**src/rtl/mpt_pkg.sv**
```systemverilog
// Shared MPT definitions: address/SDID widths, permission and access
// encodings, the walker-facing PLB request/entry records and the PLB
// response record, plus helpers used by the lookaside buffer.
package mpt_pkg;

   localparam int XLEN        = 32;
   localparam int SDID_LEN    = 6;
   localparam int PAGE_LEN    = XLEN - 12;
   localparam int PLB_TAG_LEN = SDID_LEN + XLEN - 12;

   // PERMS bit 0 = read, bit 1 = write, bit 2 = execute
   typedef enum logic [2:0] {
      ALLOW_NONE = 3'b000,
      ALLOW_R    = 3'b001,
      ALLOW_W    = 3'b010,
      ALLOW_RW   = 3'b011,
      ALLOW_X    = 3'b100,
      ALLOW_RX   = 3'b101,
      ALLOW_WX   = 3'b110,
      ALLOW_RWX  = 3'b111
   } mpt_permissions_e;

   typedef enum logic [1:0] {
      ACCESS_NONE    = 2'd0,
      ACCESS_READ    = 2'd1,
      ACCESS_WRITE   = 2'd2,
      ACCESS_EXECUTE = 2'd3
   } mpt_access_e;

   typedef struct packed {
      logic [SDID_LEN-1:0] sdid;
      logic [XLEN-1:0]     spa;
      mpt_permissions_e    perms;
   } plb_entry_t;

   typedef struct packed {
      logic [SDID_LEN-1:0] sdid;
      logic [XLEN-1:0]     spa;
      mpt_access_e         access_type;
   } plb_lookup_req_t;

   typedef struct packed {
      logic       hit;
      logic       allow;
      logic [2:0] perms;
   } plb_rsp_t;

   // True when the permission set grants the requested kind of access
   function automatic logic mpt_perm_ok(input mpt_permissions_e perms,
                                        input mpt_access_e      access);
      logic [2:0] perm_bits;
      logic       ok;
      perm_bits = perms;
      case (access)
         ACCESS_READ:    ok = perm_bits[0];
         ACCESS_WRITE:   ok = perm_bits[1];
         ACCESS_EXECUTE: ok = perm_bits[2];
         default:        ok = 1'b0;
      endcase
      return ok;
   endfunction

   // Tag is the SDID concatenated with the page number (offset dropped)
   function automatic logic [PLB_TAG_LEN-1:0] plb_tag(input logic [SDID_LEN-1:0] sdid,
                                                      input logic [PAGE_LEN-1:0] page);
      return {sdid, page};
   endfunction

endpackage

```
**src/rtl/mpt_plb_victim_sel.sv**
```systemverilog
// Fill slot selection for the PLB: an existing entry with the same tag wins,
// otherwise the lowest free slot, otherwise the round-robin victim. The
// round-robin pointer only advances when a fill actually evicts.
module mpt_plb_victim_sel #(
   parameter int NUM_ENTRIES = 8
) (
   input  logic                           clk_i,
   input  logic                           rst_i,
   input  logic [NUM_ENTRIES-1:0]         valid_i,
   input  logic [NUM_ENTRIES-1:0]         match_i,
   input  logic                           fill_en_i,
   output logic [$clog2(NUM_ENTRIES)-1:0] fill_idx_o
);

   localparam int IDX_W = $clog2(NUM_ENTRIES);

   logic [IDX_W-1:0] free_idx;
   logic [IDX_W-1:0] match_idx;
   logic [IDX_W-1:0] rr_q;
   logic             any_free;
   logic             any_match;
   logic             evict;

   // Find-first-invalid: scan downwards so the lowest free index wins
   always_comb begin
      free_idx = '0;
      for (int i = NUM_ENTRIES - 1; i >= 0; i--) begin
         if (!valid_i[i]) begin
            free_idx = IDX_W'(i);
         end
      end
   end

   // Index of the entry already holding the fill tag (at most one matches)
   always_comb begin
      match_idx = '0;
      for (int i = 0; i < NUM_ENTRIES; i++) begin
         if (match_i[i]) begin
            match_idx = IDX_W'(i);
         end
      end
   end

   assign any_free  = ~&valid_i;
   assign any_match = |match_i;
   assign evict     = fill_en_i && !any_match && !any_free;

   // Slot priority: in-place update, then free slot, then round-robin victim
   always_comb begin
      if (any_match) begin
         fill_idx_o = match_idx;
      end else if (any_free) begin
         fill_idx_o = free_idx;
      end else begin
         fill_idx_o = rr_q;
      end
   end

   // Round-robin pointer steps only on eviction and wraps at the last entry
   always_ff @(posedge clk_i) begin
      if (rst_i) begin
         rr_q <= '0;
      end else if (evict) begin
         if (rr_q == IDX_W'(NUM_ENTRIES - 1)) begin
            rr_q <= '0;
         end else begin
            rr_q <= rr_q + IDX_W'(1);
         end
      end
   end

endmodule

```
**src/rtl/mpt_plb.sv**
```systemverilog
// Protection Lookaside Buffer: fully associative cache of {SDID, page, PERMS}
// filled by the MPT walker. Lookups get a registered hit/allow/perms answer
// one cycle after acceptance; flushes (all or per SDID) take effect in one
// cycle and never stall lookups.
module mpt_plb
   import mpt_pkg::*;
#(
   parameter int NUM_ENTRIES = 8,
   parameter int CNT_W       = 32
) (
   input  logic                clk_i,
   input  logic                rst_i,
   input  logic                lkp_valid_i,
   output logic                lkp_ready_o,
   input  plb_lookup_req_t     lkp_req_i,
   output logic                rsp_valid_o,
   input  logic                rsp_ready_i,
   output logic                rsp_hit_o,
   output logic                rsp_allow_o,
   output logic [2:0]          rsp_perms_o,
   input  logic                fill_valid_i,
   input  plb_entry_t          fill_entry_i,
   input  logic                flush_all_i,
   input  logic                flush_sdid_i,
   input  logic [SDID_LEN-1:0] flush_sdid_val_i,
   output logic [CNT_W-1:0]    hit_cnt_o,
   output logic [CNT_W-1:0]    miss_cnt_o
);

   localparam int IDX_W = $clog2(NUM_ENTRIES);

   logic [NUM_ENTRIES-1:0]                  entry_valid;
   logic [NUM_ENTRIES-1:0][PLB_TAG_LEN-1:0] entry_tag;
   logic [NUM_ENTRIES-1:0][2:0]             entry_perms;

   logic [PLB_TAG_LEN-1:0] lkp_tag;
   logic [PLB_TAG_LEN-1:0] fill_tag;
   logic [NUM_ENTRIES-1:0] flush_mask;
   logic [NUM_ENTRIES-1:0] valid_post_flush;
   logic [NUM_ENTRIES-1:0] fill_match;
   logic [NUM_ENTRIES-1:0] fill_onehot;
   logic [IDX_W-1:0]       fill_idx;
   logic                   fill_en;
   logic                   accept;
   plb_rsp_t               lkp_rsp;
   plb_rsp_t               rsp_q;
   logic                   rsp_valid_q;
   logic [CNT_W-1:0]       hit_cnt_q;
   logic [CNT_W-1:0]       miss_cnt_q;
   logic                   unused_offset_bits;

   // Page offsets never participate in matching
   assign unused_offset_bits = ^{lkp_req_i.spa[11:0], fill_entry_i.spa[11:0]};

   assign lkp_tag  = plb_tag(lkp_req_i.sdid, lkp_req_i.spa[XLEN-1:12]);
   assign fill_tag = plb_tag(fill_entry_i.sdid, fill_entry_i.spa[XLEN-1:12]);

   assign lkp_ready_o = !rsp_valid_q || rsp_ready_i;
   assign accept      = lkp_valid_i && lkp_ready_o;

   // Parallel tag compare against the current (pre-update) array
   always_comb begin
      lkp_rsp = '0;
      for (int i = 0; i < NUM_ENTRIES; i++) begin
         if (entry_valid[i] && (entry_tag[i] == lkp_tag)) begin
            lkp_rsp.hit   = 1'b1;
            lkp_rsp.perms = lkp_rsp.perms | entry_perms[i];
         end
      end
      lkp_rsp.allow = lkp_rsp.hit &&
                      mpt_perm_ok(mpt_permissions_e'(lkp_rsp.perms), lkp_req_i.access_type);
   end

   // Entries removed by this cycle's flush; flush_all overrides flush_sdid
   always_comb begin
      flush_mask = '0;
      for (int i = 0; i < NUM_ENTRIES; i++) begin
         if (flush_all_i) begin
            flush_mask[i] = 1'b1;
         end else if (flush_sdid_i &&
                      (entry_tag[i][PLB_TAG_LEN-1 -: SDID_LEN] == flush_sdid_val_i)) begin
            flush_mask[i] = 1'b1;
         end
      end
   end

   assign valid_post_flush = entry_valid & ~flush_mask;

   // Fill placement sees the array as it stands after this cycle's flush
   always_comb begin
      fill_match = '0;
      for (int i = 0; i < NUM_ENTRIES; i++) begin
         fill_match[i] = valid_post_flush[i] && (entry_tag[i] == fill_tag);
      end
   end

   // A concurrent flush that covers the fill's SDID cancels the fill
   always_comb begin
      fill_en = fill_valid_i;
      if (flush_all_i) begin
         fill_en = 1'b0;
      end else if (flush_sdid_i && (fill_entry_i.sdid == flush_sdid_val_i)) begin
         fill_en = 1'b0;
      end
   end

   mpt_plb_victim_sel #(
      .NUM_ENTRIES (NUM_ENTRIES)
   ) u_victim_sel (
      .clk_i      (clk_i),
      .rst_i      (rst_i),
      .valid_i    (valid_post_flush),
      .match_i    (fill_match),
      .fill_en_i  (fill_en),
      .fill_idx_o (fill_idx)
   );

   // One-hot of the slot being written this cycle
   always_comb begin
      fill_onehot = '0;
      if (fill_en) begin
         fill_onehot[fill_idx] = 1'b1;
      end
   end

   // Entry array update: apply flush first, then install the fill
   always_ff @(posedge clk_i) begin
      if (rst_i) begin
         entry_valid <= '0;
         entry_tag   <= '0;
         entry_perms <= '0;
      end else begin
         entry_valid <= valid_post_flush | fill_onehot;
         if (fill_en) begin
            entry_tag[fill_idx]   <= fill_tag;
            entry_perms[fill_idx] <= fill_entry_i.perms;
         end
      end
   end

   // Response register: load on accept, hold while stalled, clear on consume
   always_ff @(posedge clk_i) begin
      if (rst_i) begin
         rsp_valid_q <= 1'b0;
         rsp_q       <= '0;
      end else if (accept) begin
         rsp_valid_q <= 1'b1;
         rsp_q       <= lkp_rsp;
      end else if (rsp_ready_i) begin
         rsp_valid_q <= 1'b0;
      end
   end

   // Saturating hit/miss statistics, one step per accepted lookup
   always_ff @(posedge clk_i) begin
      if (rst_i) begin
         hit_cnt_q  <= '0;
         miss_cnt_q <= '0;
      end else if (accept) begin
         if (lkp_rsp.hit) begin
            if (hit_cnt_q != {CNT_W{1'b1}}) begin
               hit_cnt_q <= hit_cnt_q + CNT_W'(1);
            end
         end else begin
            if (miss_cnt_q != {CNT_W{1'b1}}) begin
               miss_cnt_q <= miss_cnt_q + CNT_W'(1);
            end
         end
      end
   end

   assign rsp_valid_o = rsp_valid_q;
   assign rsp_hit_o   = rsp_q.hit;
   assign rsp_allow_o = rsp_q.allow;
   assign rsp_perms_o = rsp_q.perms;
   assign hit_cnt_o   = hit_cnt_q;
   assign miss_cnt_o  = miss_cnt_q;

endmodule
```
**config.mk**
```make
export PLATFORM = sky130hd
export DESIGN_NAME = mpt_plb
export DESIGN_NICKNAME = d
export VERILOG_FILES = /design/src/rtl/mpt_pkg.sv /design/src/rtl/mpt_plb_victim_sel.sv /design/src/rtl/mpt_plb.sv
export SDC_FILE = /design/constraint.sdc
export NUM_CORES = 1
export LEC_CHECK = 0
export CORE_MARGIN = 3
export CORE_UTILIZATION = 45
export CTS_CLUSTER_SIZE = 30
export DETAILED_ROUTE_END_ITERATION = 10
export PLACE_DENSITY_LB_ADDON = 0.05
export SKIP_CTS_REPAIR_TIMING = 1
export SLEW_MARGIN = 5
export SYNTH_ARGS = -nofsm -noshare
export SYNTH_HDL_FRONTEND = slang
export SYNTH_SLANG_ARGS = --single-unit
```
**constraint.sdc**
```tcl
create_clock -name clk_i -period 5.4 [get_ports clk_i]
set_input_delay 1.62 -clock clk_i [delete_from_list [all_inputs] [get_ports clk_i]]
set_output_delay 1.62 -clock clk_i [all_outputs]
set_load 0.03 [all_outputs]
```
After elaboration in Yosys (flattened, before gate mapping)
Cells that the tools add are included.
{ "word_totals": {"register_bits": 313, "input_bits": 94, "elab_cells": 173} }
{ "op_classes": {"n_addsub": 3, "magnitude_cmp": 2, "n_eq_ne": 31, "muxes": 64, "bitwise_logic": 11, "n_reduce_logical": 38} }
{ "ops": {"columns": ["op", "count"], "rows": [
  ["$eq A26 B26 Y1", 16],
  ["$bwmux W208", 1],
  ["$demux W26 S3", 1],
  ["$mux W3", 24],
  ["$add A32 B1 Y32 const B", 2],
  ["$ne A32 B32 Y1 const B", 2],
  ["$eq A6 B6 Y1", 9],
  ["$logic_and A1 B1 Y1", 30],
  ["$mux W1", 30],
  ["$mux W26", 1],
  ["$bwmux W24", 1],
  ["$or A3 B3 Y3", 7],
  ["$demux W3 S3", 1],
  ["$and A8 B8 Y8", 1],
  ["$mux W8", 1],
  ["$not A8 Y8", 1],
  ["$or A8 B8 Y8", 1],
  ["$reduce_and A8 Y1", 1],
  ["$reduce_or A8 Y1", 1],
  ["$reduce_and A3 Y1", 2],
  ["$eq A2 B2 Y1 const B", 2],
  ["$lt A3 B4 Y1 const B", 1],
  ["$mux W2", 2],
  ["$add A3 B1 Y3 const B", 1],
  ["other kinds (9)", 10]
]} }

Logic depth before layout (Yosys ltp)
Gate-level depths: netlist (run 1).
{ "depth": {"word_depth": 22, "mapped_depth": 12, "depth_no_buf": 9} }

Cells and area by module
Synthesis (run 1) repeated with hierarchy kept, for this count alone.
{ "hier_totals": {"hier_cells": 2271, "area_unflattened_um2": 17878.4} }
{ "modules_own_cells": {"columns": ["mod", "instances", "cells_per_inst", "area_each_um2"], "rows": [
  ["mpt_plb", 1, 2225, 17550.6],
  ["mpt_plb_victim_sel", 1, 46, 327.8]
]} }

Worst setup path before layout (run 1)
No wires, ideal clock.
{ "synth_timing": {"path_type": "input-to-reg", "start": "in flush_sdid_val_i[1]", "end": "reg entry_tag[10] (netlist name)", "arrival_ps": 4247, "required_ps": 5328, "path_slack_ps": 1082, "path_stages": 12, "path_cell_list": "buf_2 xnor2_1 nand4_1 o41ai_1 nor4_2 nor4_4 a221oi_2 a21oi_2 nand2b_1 buf_4 buf_6 mux2i_1"} }
{ "synth_between": {"elab_chain_cells": 21} }
{ "synth_lines": {"columns": ["element", "line_no", "text"], "rows": [
  ["from (decl)", "mpt_plb.sv:25", "input logic [SDID_LEN-1:0] flush_sdid_val_i,"],
  ["$eq A6 B6 Y1", "mpt_plb.sv:81", "(entry_tag[i][PLB_TAG_LEN-1 -: SDID_LEN] == flush_sdid_val_i)) begin"],
  ["$logic_and A1 B1 Y1", "mpt_plb.sv:80", "end else if (flush_sdid_i &&"],
  ["$mux W1", "mpt_plb.sv:80", null],
  ["$mux W1", "mpt_plb.sv:78", "if (flush_all_i) begin"],
  ["$not A8 Y8", "mpt_plb.sv:87", "assign valid_post_flush = entry_valid & ~flush_mask;"],
  ["$and A8 B8 Y8", "mpt_plb.sv:87", null],
  ["$mux W3 (8 in a row)", "mpt_plb_victim_sel.sv:28", "if (!valid_i[i]) begin"],
  ["$mux W3", "mpt_plb_victim_sel.sv:52", "end else if (any_free) begin"],
  ["$mux W3", "mpt_plb_victim_sel.sv:50", "if (any_match) begin"],
  ["$lt A3 B4 Y1 (not written as such) / $ge A3 B1 Y1 (equally long branches)", "mpt_plb.sv:135", "entry_tag[fill_idx] <= fill_tag;"],
  ["$logic_and A1 B1 Y1 (not written as such)", "mpt_plb.sv:135", null],
  ["$mux W26 (not written as such)", "mpt_plb.sv:135", null],
  ["$demux W26 S3", "mpt_plb.sv:135", null],
  ["$bwmux W208", "mpt_plb.sv:135", null],
  ["to (signal, indexed assignment)", "mpt_plb.sv:135", null],
  ["to (decl)", "mpt_plb.sv:33", "logic [NUM_ENTRIES-1:0][PLB_TAG_LEN-1:0] entry_tag;"]
]} }
Several ways; a longest one is shown, not always the timed one.
A chain may end at the register's enable or synchronous reset.

Worst setup path in the final report (run 1)
{ "layout_timing": {"start": "in fill_entry_i[25] (netlist name)", "end": "reg entry_tag[92] (netlist name)"} }
{ "layout_between": {"elab_chain_cells": 15} }
{ "layout_lines": {"columns": ["element", "line_no", "text"], "rows": [
  ["from (decl)", "mpt_plb.sv:22", "input plb_entry_t fill_entry_i,"],
  ["$eq A26 B26 Y1", "mpt_plb.sv:93", "fill_match[i] = valid_post_flush[i] && (entry_tag[i] == fill_tag);"],
  ["$logic_and A1 B1 Y1", "mpt_plb.sv:93", null],
  ["$mux W1", "mpt_plb_victim_sel.sv:38", "if (match_i[i]) begin"],
  ["$mux W2 (2 in a row)", "mpt_plb_victim_sel.sv:38", null],
  ["$mux W3 (4 in a row)", "mpt_plb_victim_sel.sv:38", null],
  ["$mux W3 *", "mpt_plb_victim_sel.sv:50", null],
  ["$lt A3 B4 Y1 (not written as such) / $ge A3 B1 Y1 (equally long branches)", "mpt_plb.sv:135", null],
  ["$logic_and A1 B1 Y1 (not written as such)", "mpt_plb.sv:135", null],
  ["$mux W26 (not written as such)", "mpt_plb.sv:135", null],
  ["$demux W26 S3 *", "mpt_plb.sv:135", null],
  ["$bwmux W208 *", "mpt_plb.sv:135", null]
]} }
Mark *: on every way between the ends. The rest lies on a longest branch, timed or not.

==> results of run 1 <==
-- final timing paths --
kind	startpoint	end	depth (start not counted)
worst min-delay path	rsp_perms_o[1]	rsp_perms_o[1]	2
worst min register to register	rsp_perms_o[1]	rsp_perms_o[1]	2
worst max register to register	entry_tag[76]	entry_tag[92]	11
worst max-delay path	fill_entry_i[25]	entry_tag[92]	12
-- layer usage --
metal / track usage (%) / vias to the layer above / share of wire [%]
li1: - / 7938 / -
met1: 48.5 / 8329 / 44
met2: 50.0 / 755 / 42
met3: 7.00 / 171 / 9.4
met4: 13.2 / 0 / 4.4
met5: 0 / - / 0
-- cell usage after synthesis (20+ instances only) --
| cell | n | area share (%) |
|---|---|---|
| or4_1 | 40 | 1.5 |
| o31ai_1 | 25 | 0.96 |
| buf_2 | 73 | 1.9 |
| xor2_1 | 290 | 13 |
| nor2_1 | 74 | 1.4 |
| buf_1 | 29 | 0.56 |
| dfxtp_1 | 313 | 32 |
| o21ai_0 | 26 | 0.67 |
| nand3_1 | 41 | 1.1 |
| clkbuf_1 | 51 | 0.98 |
| or3_1 | 23 | 0.74 |
| nand2_1 | 55 | 1.1 |
| inv_1 | 24 | 0.46 |
| mux2i_1 | 238 | 12 |
| xnor2_1 | 194 | 8.7 |
| nor4_1 | 86 | 2.8 |
| nor3_1 | 20 | 0.51 |
| a21oi_1 | 54 | 1.4 |
| nand2b_1 | 267 | 8.6 |
| nand4_1 | 114 | 3.7 |
-- cells in the final DEF (no fill, tap or decap), types with 3 or more instances in the layout --
cell	instances
nor2b_1	13
or4_1	40
nor2_1	74
o41ai_1	3
mux2_2	7
clkinv_2	7
xnor2_1	194
or3_1	23
clkbuf_8	6
nand2_1	51
clkbuf_16	39
nor4_1	85
o21ba_2	3
and2_1	6
ha_1	4
nor3_1	20
nand2b_1	264
buf_12	40
nor4_2	3
nand4b_1	3
o31ai_1	25
mux2i_1	238
buf_4	162
nor4b_1	5
xor2_1	290
o31a_1	3
nand3_1	41
o21ai_0	26
and4_1	9
a22oi_1	4
clkbuf_1	4
nand2b_2	3
inv_1	24
nand2_2	4
clkdlybuf4s50_1	139
dfxtp_1	313
nand4_1	114
or2_2	3
a21oi_1	54
and3_1	8
-- power by group --
group	switching, mW	internal, mW
registers	0.0244	2.33
clock network	1.04	1.42
logic	0.467	0.321
total	1.53	4.07
-- logic make-up (layout without fill, tap and decap cells) --
logic type	count (synthesis)	in the layout	synth area share (%)
flip-flops	313	313	32.1
buffers and inverters	193	425	4.65
multiplexers	245	245	12.6
AND/OR/NAND/NOR	781	781	23.7
XOR/XNOR	484	484	21.7
AO/OA/AOI/OAI	145	145	4.93
adder cells (fa/ha/maj)	4	4	0.256
-- registers in the layout (all words and copies together) (netlist names) --
name and count:
rsp_allow_o 1, rsp_hit_o 1, entry_tag 208, entry_valid 8, hit_cnt_o 32, u_victim_sel.rr_q 3, entry_perms 24, miss_cnt_o 32
rsp_perms_o 3, rsp_valid_o 1
-- area by class of cell --
type,count,area [um^2]
Clock buffer,48,1060
Clock inverter,11,90.1
Fill cell,3858,18400
Inverter,24,90.1
Multi-Input combinational cell,1659,12400
Sequential cell,313,6270
Tap cell,577,722
Timing Repair Buffer,342,3420
-- critical path, delay by kind of cell --
family / cells / cell delay (ps)
AOI/OAI and AO/OA: 2 / 480
and+or+nand+nor: 5 / 1910
muxes: 1 / 140
xor gates and xnor gates: 1 / 290
buffers and inverters: 3 / 1050
==> flow_summary.ini, run 1 <==
[setup_path]
slowest_stage = clkdlybuf4s50_1
crit_chain = clkdlybuf4s50_1, xor2_1, nor4_1, nand4_1, or4_1, a211oi_1, a311oi_1, buf_4, nor3_1, nand2_2, buf_12, mux2i_1
critPathMaxStageDelay_ps = 640
critical_path_required_ps = 5800
endpoint_kind = register
path_class = input pin to register
crit_arrival_ps = 5530
rrSetupSlack_ps = 1520
startpoint_type = input pin
critPathMaxFanout = 20

[timing]
max_slew_margin_pct = 38.1
slew_violations = 0
fmax_ghz = 0.195
period_share_pct = 95.1
finClkSkew_ps = 22.4
setup_tns_ps = 0
hold_slack_ps = 452
rsz0062_at_grt = no
worst_slew_pin_slew_ps = 920
setup_violations = 0
period_needed_ps = 5130
fin_ws_ps = 267
final_hold_viol_count = 0

[synthesis]
syn-cell-area_um2 = 19500
yosys_warnings = 0
netlist_instances = 2165
yosysUniqueCellTypes = 65
ys.flop_type = dfxtp_1
synth-async-reset-ratio_pct = 0
ys_ff_latch = 313
synth-edff-count = 0
syn_avg_cell_area_um2 = 9.01
synth-seq-area-share_pct = 32.1
synthesis.nets = 2263

[floorplanning]
io_pins = 165
die_x_um = 214
core_area_um2 = 42400
start_util_pct = 46.0
dieArea_um2 = 45900
core.rowCount = 75
dieHeight_um = 214

[finish]
nets = 2476
final_cell_count_no_fill = 2974
antennaDiodeCount = 0
utilization_pct = 56.6
layout-drive-gt1-share_pct = 12.1
syn_to_final_growth_pct = 23.1
postLayoutCellArea_um2 = 24000

[clock_network]
cts_tree = done
clockRootBuffer = clkbuf_16
clk_latency_ps = 560
cts_buffers = 38
clk_pin_slew_ps = 50
htree_levels = 2
cts_max_path_buffers = 3
cts_sinks = 313

[placement]
preCtsSetupSlack_ps = -126
place_congestion = 0.996
placedCellCount = 2915
numPortBuffers = 140
place_hpwl_um = 61300
placed_area_um2 = 22900

[detailed_routing]
routedWlPerCell_um = 27.1
drt-pass1-iter-count = 9
vias = 17200
wl_um = 80500
via_per_inst = 5.78
drtIter0Drc = 1764
drtAntennaViolNets = 0
drc_errors = 0

[power_and_ir_drop]
leakage_nw = 10.1
peakVddDrop_mv = 0.196
pwr_density_cell_nw_per_um2 = 233
power.total_mw = 5.60

[flow_run]
cap_violations = 0

[global_route]
grt_pass1_vias = 16700
gr-usage-all-layers_pct = 33.9
grt_pass1_wl_um = 116000
grt_max_degree = 115
antenna_found_initial = 0
globalRoute.totalOverflow = 0

[worst_hold_path]
hold_path_class = register to register

[run_status]
status = completed
No activity file was read; power rests on OpenSTA's default activity.
==> run 2: changes to the inputs <==
--- a/config.mk
+++ b/config.mk
@@ -8,7 +8,8 @@
 export CORE_MARGIN = 3
 export CORE_UTILIZATION = 45
-export CTS_CLUSTER_SIZE = 30
+export CTS_CLUSTER_SIZE = 8
 export DETAILED_ROUTE_END_ITERATION = 10
 export PLACE_DENSITY_LB_ADDON = 0.05
+export SETUP_SLACK_MARGIN = 0.15
 export SKIP_CTS_REPAIR_TIMING = 1
 export SLEW_MARGIN = 5
==> constraint.sdc (replaced) <==
create_clock -name clk_i -period 5.4 [get_ports clk_i]
set_input_delay 1.08 -clock clk_i [delete_from_list [all_inputs] [get_ports clk_i]]
set_output_delay 1.08 -clock clk_i [all_outputs]
set_load 0.03 [all_outputs]
==> flow_summary.ini, run 2 (synthesis gave the netlist of run 1 again) <==
[run_status]
status = completed

[detailed_routing]
routedWlPerCell_um = 26.9
drtIter0Drc = 1750
via_per_inst = 5.80
wl_um = 78600
drtAntennaViolNets = 0
dr_wl_met3_um = 6750
vias = 16900
drt-pass1-iter-count = 5
drc_errors = 0
dr_wl_met2_um = 33300
routed.top_layer = met5
wl_met1_um = 35500

[finish]
final_cell_mix = dfxtp_1, xor2_1, nand2b_1
largest_reg_flops = 208
top_register = entry_tag
nets = 2433
antennaDiodeCount = 0
layout-drive-gt1-share_pct = 10.0
final_common_cell = dfxtp_1
utilization_pct = 55.2
final_cell_count_no_fill = 2917
syn_to_final_growth_pct = 20.0

[placement]
numPortBuffers = 140
placedCellCount = 2865
place_hpwl_um = 59800
place_congestion = 0.988
preCtsSetupSlack_ps = 276

[timing]
finClkSkew_ps = 21.8
setup_violations = 0
setup_tns_ps = 0
rsz0062_at_grt = no
worst_slew_pin_slew_ps = 929
fmax_ghz = 0.217
hold_slack_ps = 446
fin_ws_ps = 791
max_slew_margin_pct = 38.1
period_share_pct = 85.3
period_needed_ps = 4610
final_hold_viol_count = 0
slew_violations = 0

[global_route]
globalRoute.totalOverflow = 0
gr-usage-all-layers_pct = 33.4
grt_pass1_wl_um = 114000
grt_max_degree = 136
antenna_found_initial = 2
grt_pass1_vias = 16500

[floorplanning]
core_area_um2 = 42400
core.rowCount = 75
start_util_pct = 46.0
dieArea_um2 = 45900
io_pins = 165
dieHeight_um = 214
die_x_um = 214

[power_and_ir_drop]
leakage_nw = 9.74
peakVddDrop_mv = 0.271
pwr_density_cell_nw_per_um2 = 243

[clock_network]
htree_levels = 2
cts_tree = done
cts_buffers = 45
clk_latency_ps = 580
cts_sinks = 313
cts_max_path_buffers = 3
clk_pin_slew_ps = 50
clockRootBuffer = clkbuf_16

[setup_path]
critical_path_required_ps = 5820
path_class = input pin to register
crit_arrival_ps = 5030
endpoint_kind = register
critPathMaxFanout = 30
startpoint_type = input pin

[flow_run]
cap_violations = 0

[worst_hold_path]
hold_path_class = register to register
==> run 2: critical path, cell delays in order <==
cell,delay (ps)
clkdlybuf4s50_1,770
xnor2_1,340
nand4_1,150
o41ai_1,620
nor3_1,170
buf_4,200
or2_2,270
a311oi_1,410
buf_4,200
nor3b_1,180
buf_4,150
nand2_2,70
buf_12,180
mux2i_1,170
==> run 2: final timing paths <==
kind	from	end	slack [ps]	cells after the start
min reg2reg	rsp_perms_o[1]	rsp_perms_o[1]	450	2
min	rsp_perms_o[1]	rsp_perms_o[1]	450	2
max	flush_sdid_val_i[3]	entry_tag[45]	790	14
max reg2reg	entry_tag[124]	entry_tag[45]	1700	13
==> run 2: stage by stage <==
stage / instance area (um^2) / power [mW]
floorplan: 19500 / 2.80
global placement: 22200 / 3.11
detailed placement: 22200 / 3.11
CTS: 23400 / 5.73
global route: 23400 / 5.85
finish: 23400 / 5.70
==> run 2: layer usage <==
metal / vias up / global-route usage, %
li1: 7832 / -
met1: 8252 / 47.6
met2: 679 / 50.0
met3: 156 / 6.75
met4: 2 / 11.9
met5: - / 0
==> run 2: final cells by class <==
| type | instances | area [um^2] |
|---|---|---|
| fillers | 3954 | 19000 |
| clock buffers | 50 | 1190 |
| inverters | 24 | 90.1 |
| repair buffers | 292 | 2750 |
| multi-input cells | 1659 | 12400 |
| flip-flops and latches | 313 | 6270 |
| well taps | 577 | 722 |
| clock inverters | 2 | 38.8 |
==> run 2: power breakdown <==
group          switching, mW  internal (mW)
sequential            0.0211           2.33
combinational          0.454          0.275
clock                   1.05           1.57
total                   1.53           4.18
==> run 3: changes to the inputs <==
Settings changed: CORE_ASPECT_RATIO set to 1.2.
==> flow_summary.ini, run 3 (synthesis gave the netlist of run 1 again) <==
[run_status]
status = completed

[detailed_routing]
via_per_inst = 5.89
drtAntennaViolNets = 0
drc_errors = 0
vias = 16900
drt-pass1-iter-count = 6
wl_um = 81500
drtIter0Drc = 1325
routedWlPerCell_um = 28.4

[setup_path]
endpoint = entry_tag[174]
rrSetupSlack_ps = 1730
rr_startpoint = entry_tag[98]
path_common_cell = buf_4
crit_arrival_ps = 5080
critical_path_required_ps = 5880
startpoint_type = input pin
crit_chain = clkdlybuf4s50_1, buf_4, xor2_1, nor4_1, nand3_1, nor3_1, buf_4, nor4_4, a221oi_2, a21oi_2, buf_4, buf_4, nor2b_4, buf_12, mux2i_1
crit_start = fill_entry_i[37]
r2r_cells = 11
slowest_stage = clkdlybuf4s50_1
r2r_end = entry_tag[64]
critPathMaxStageDelay_ps = 750
path_class = input pin to register
cp_num_buf_inv = 6
cp.depth = 15
cp_top_family = buffers and inverters
endpoint_kind = register
critPathMaxFanout = 22

[power_and_ir_drop]
seqPwrFrac_pct = 42.1
power_frac_comb_pct = 12.8
peakVddDrop_mv = 0.272
switching_share_pct = 26.8
p_sw_mw = 1.50
pwr_density_cell_nw_per_um2 = 242
leakage_nw = 9.64
power.total_mw = 5.60
p_int_mw = 4.10
power_frac_clock_pct = 45.2

[global_route]
gr-usage-all-layers_pct = 34.5
grt_pass1_vias = 16300
grt_max_degree = 153
antenna_found_initial = 0
globalRoute.totalOverflow = 0
grt_pass1_wl_um = 115000

[finish]
nets = 2422
postLayoutCellArea_um2 = 23200
top_register = entry_tag
final_common_cell = dfxtp_1
syn_to_final_growth_pct = 18.7
final_cell_mix = dfxtp_1, xor2_1, nand2b_1
antennaDiodeCount = 0
largest_reg_flops = 208
layout-drive-gt1-share_pct = 9.58

[clock_network]
cts_buffers = 45
clk_latency_ps = 580
cts_sinks = 313
clk_pin_slew_ps = 50
cts_tree = done
htree_levels = 2
cts_max_path_buffers = 3
clockRootBuffer = clkbuf_16

[timing]
hold_slack_ps = 468
setup_tns_ps = 0
final_hold_viol_count = 0
max_slew_margin_pct = 39.5
slew_violations = 0
period_needed_ps = 4600
period_share_pct = 85.2
rsz0062_at_grt = no
setup_violations = 0
worst_slew_pin_slew_ps = 908
finClkSkew_ps = 21.0
fmax_ghz = 0.217

[floorplanning]
core.rowCount = 82
io_pins = 165
start_util_pct = 46.2
core_area_um2 = 42300
dieHeight_um = 234
die_x_um = 196
dieArea_um2 = 45900

[placement]
placed_area_um2 = 22000
place_congestion = 1.04
place_hpwl_um = 64500
numPortBuffers = 140

[flow_run]
cap_violations = 0

[worst_hold_path]
hold_path_class = register to register
==> run 3: cell types whose count changed in the layout (fill, tap and decap cells not counted), moves of 2 or more <==
cell,previous run,this run
clkbuf_8,1,4
buf_12,16,9
clkbuf_16,47,45
buf_4,136,132
clkbuf_1,3,1
==> run 3: metrics by stage <==
stage | instances | util, % | setup WS (ps)
finish | 2874 | 54.8 | 797
global route | 2874 | 54.8 | 731
CTS | 2874 | 54.8 | 938
detailed placement | 2823 | 52.0 | 358
global placement | 2823 | 52.0 | 393
floorplan | 2165 | - | 1620
==> run 3: final cells by class <==
type | count | area, um^2
clock buffers | 49 | 1170
repair buffers | 281 | 2580
fillers | 3942 | 19100
clock inverters | 2 | 17.5
inverters | 24 | 90.1
well taps | 546 | 683
flip-flops and latches | 313 | 6270
multi-input cells | 1659 | 12400
==> run 3: worst min path at each step <==
stage,slack (ps),cells after the start,startpoint,to
finish,470,2,rsp_perms_o[1],rsp_perms_o[1]
global route,500,2,entry_perms[5],entry_perms[5]
CTS,470,2,rsp_perms_o[1],rsp_perms_o[1]
detailed placement,460,2,rsp_perms_o[1],rsp_perms_o[1]
global placement,460,2,entry_perms[21],entry_perms[21]
floorplan,450,2,entry_perms[0],entry_perms[0]
==> run 3: routing by layer <==
layer	part of all wire (%)	wire length, um	track usage (%)	vias to the layer above
met4	7.5	6130	21.6	0
met1	40	33000	42.2	8270
met5	0	0	0	-
met2	46	37900	57.8	655
met3	5.5	4500	4.56	192
li1	-	-	-	7805
==> run 3: power by group through the flow <==
stage / combinational, mW / clock (mW) / sequential (mW)
CTS: 0.698 / 2.58 / 2.36
global route: 0.737 / 2.66 / 2.36
detailed placement: 0.694 / 0 / 2.40
floorplan: 0.398 / 0 / 2.40
finish: 0.715 / 2.53 / 2.36
global placement: 0.696 / 0 / 2.40
==> run 3: tightest hold or removal path, stage by stage (launching register included) <==
cell and delay (ps):
dfxtp_1 310, nand2_1 60, a21oi_1 50
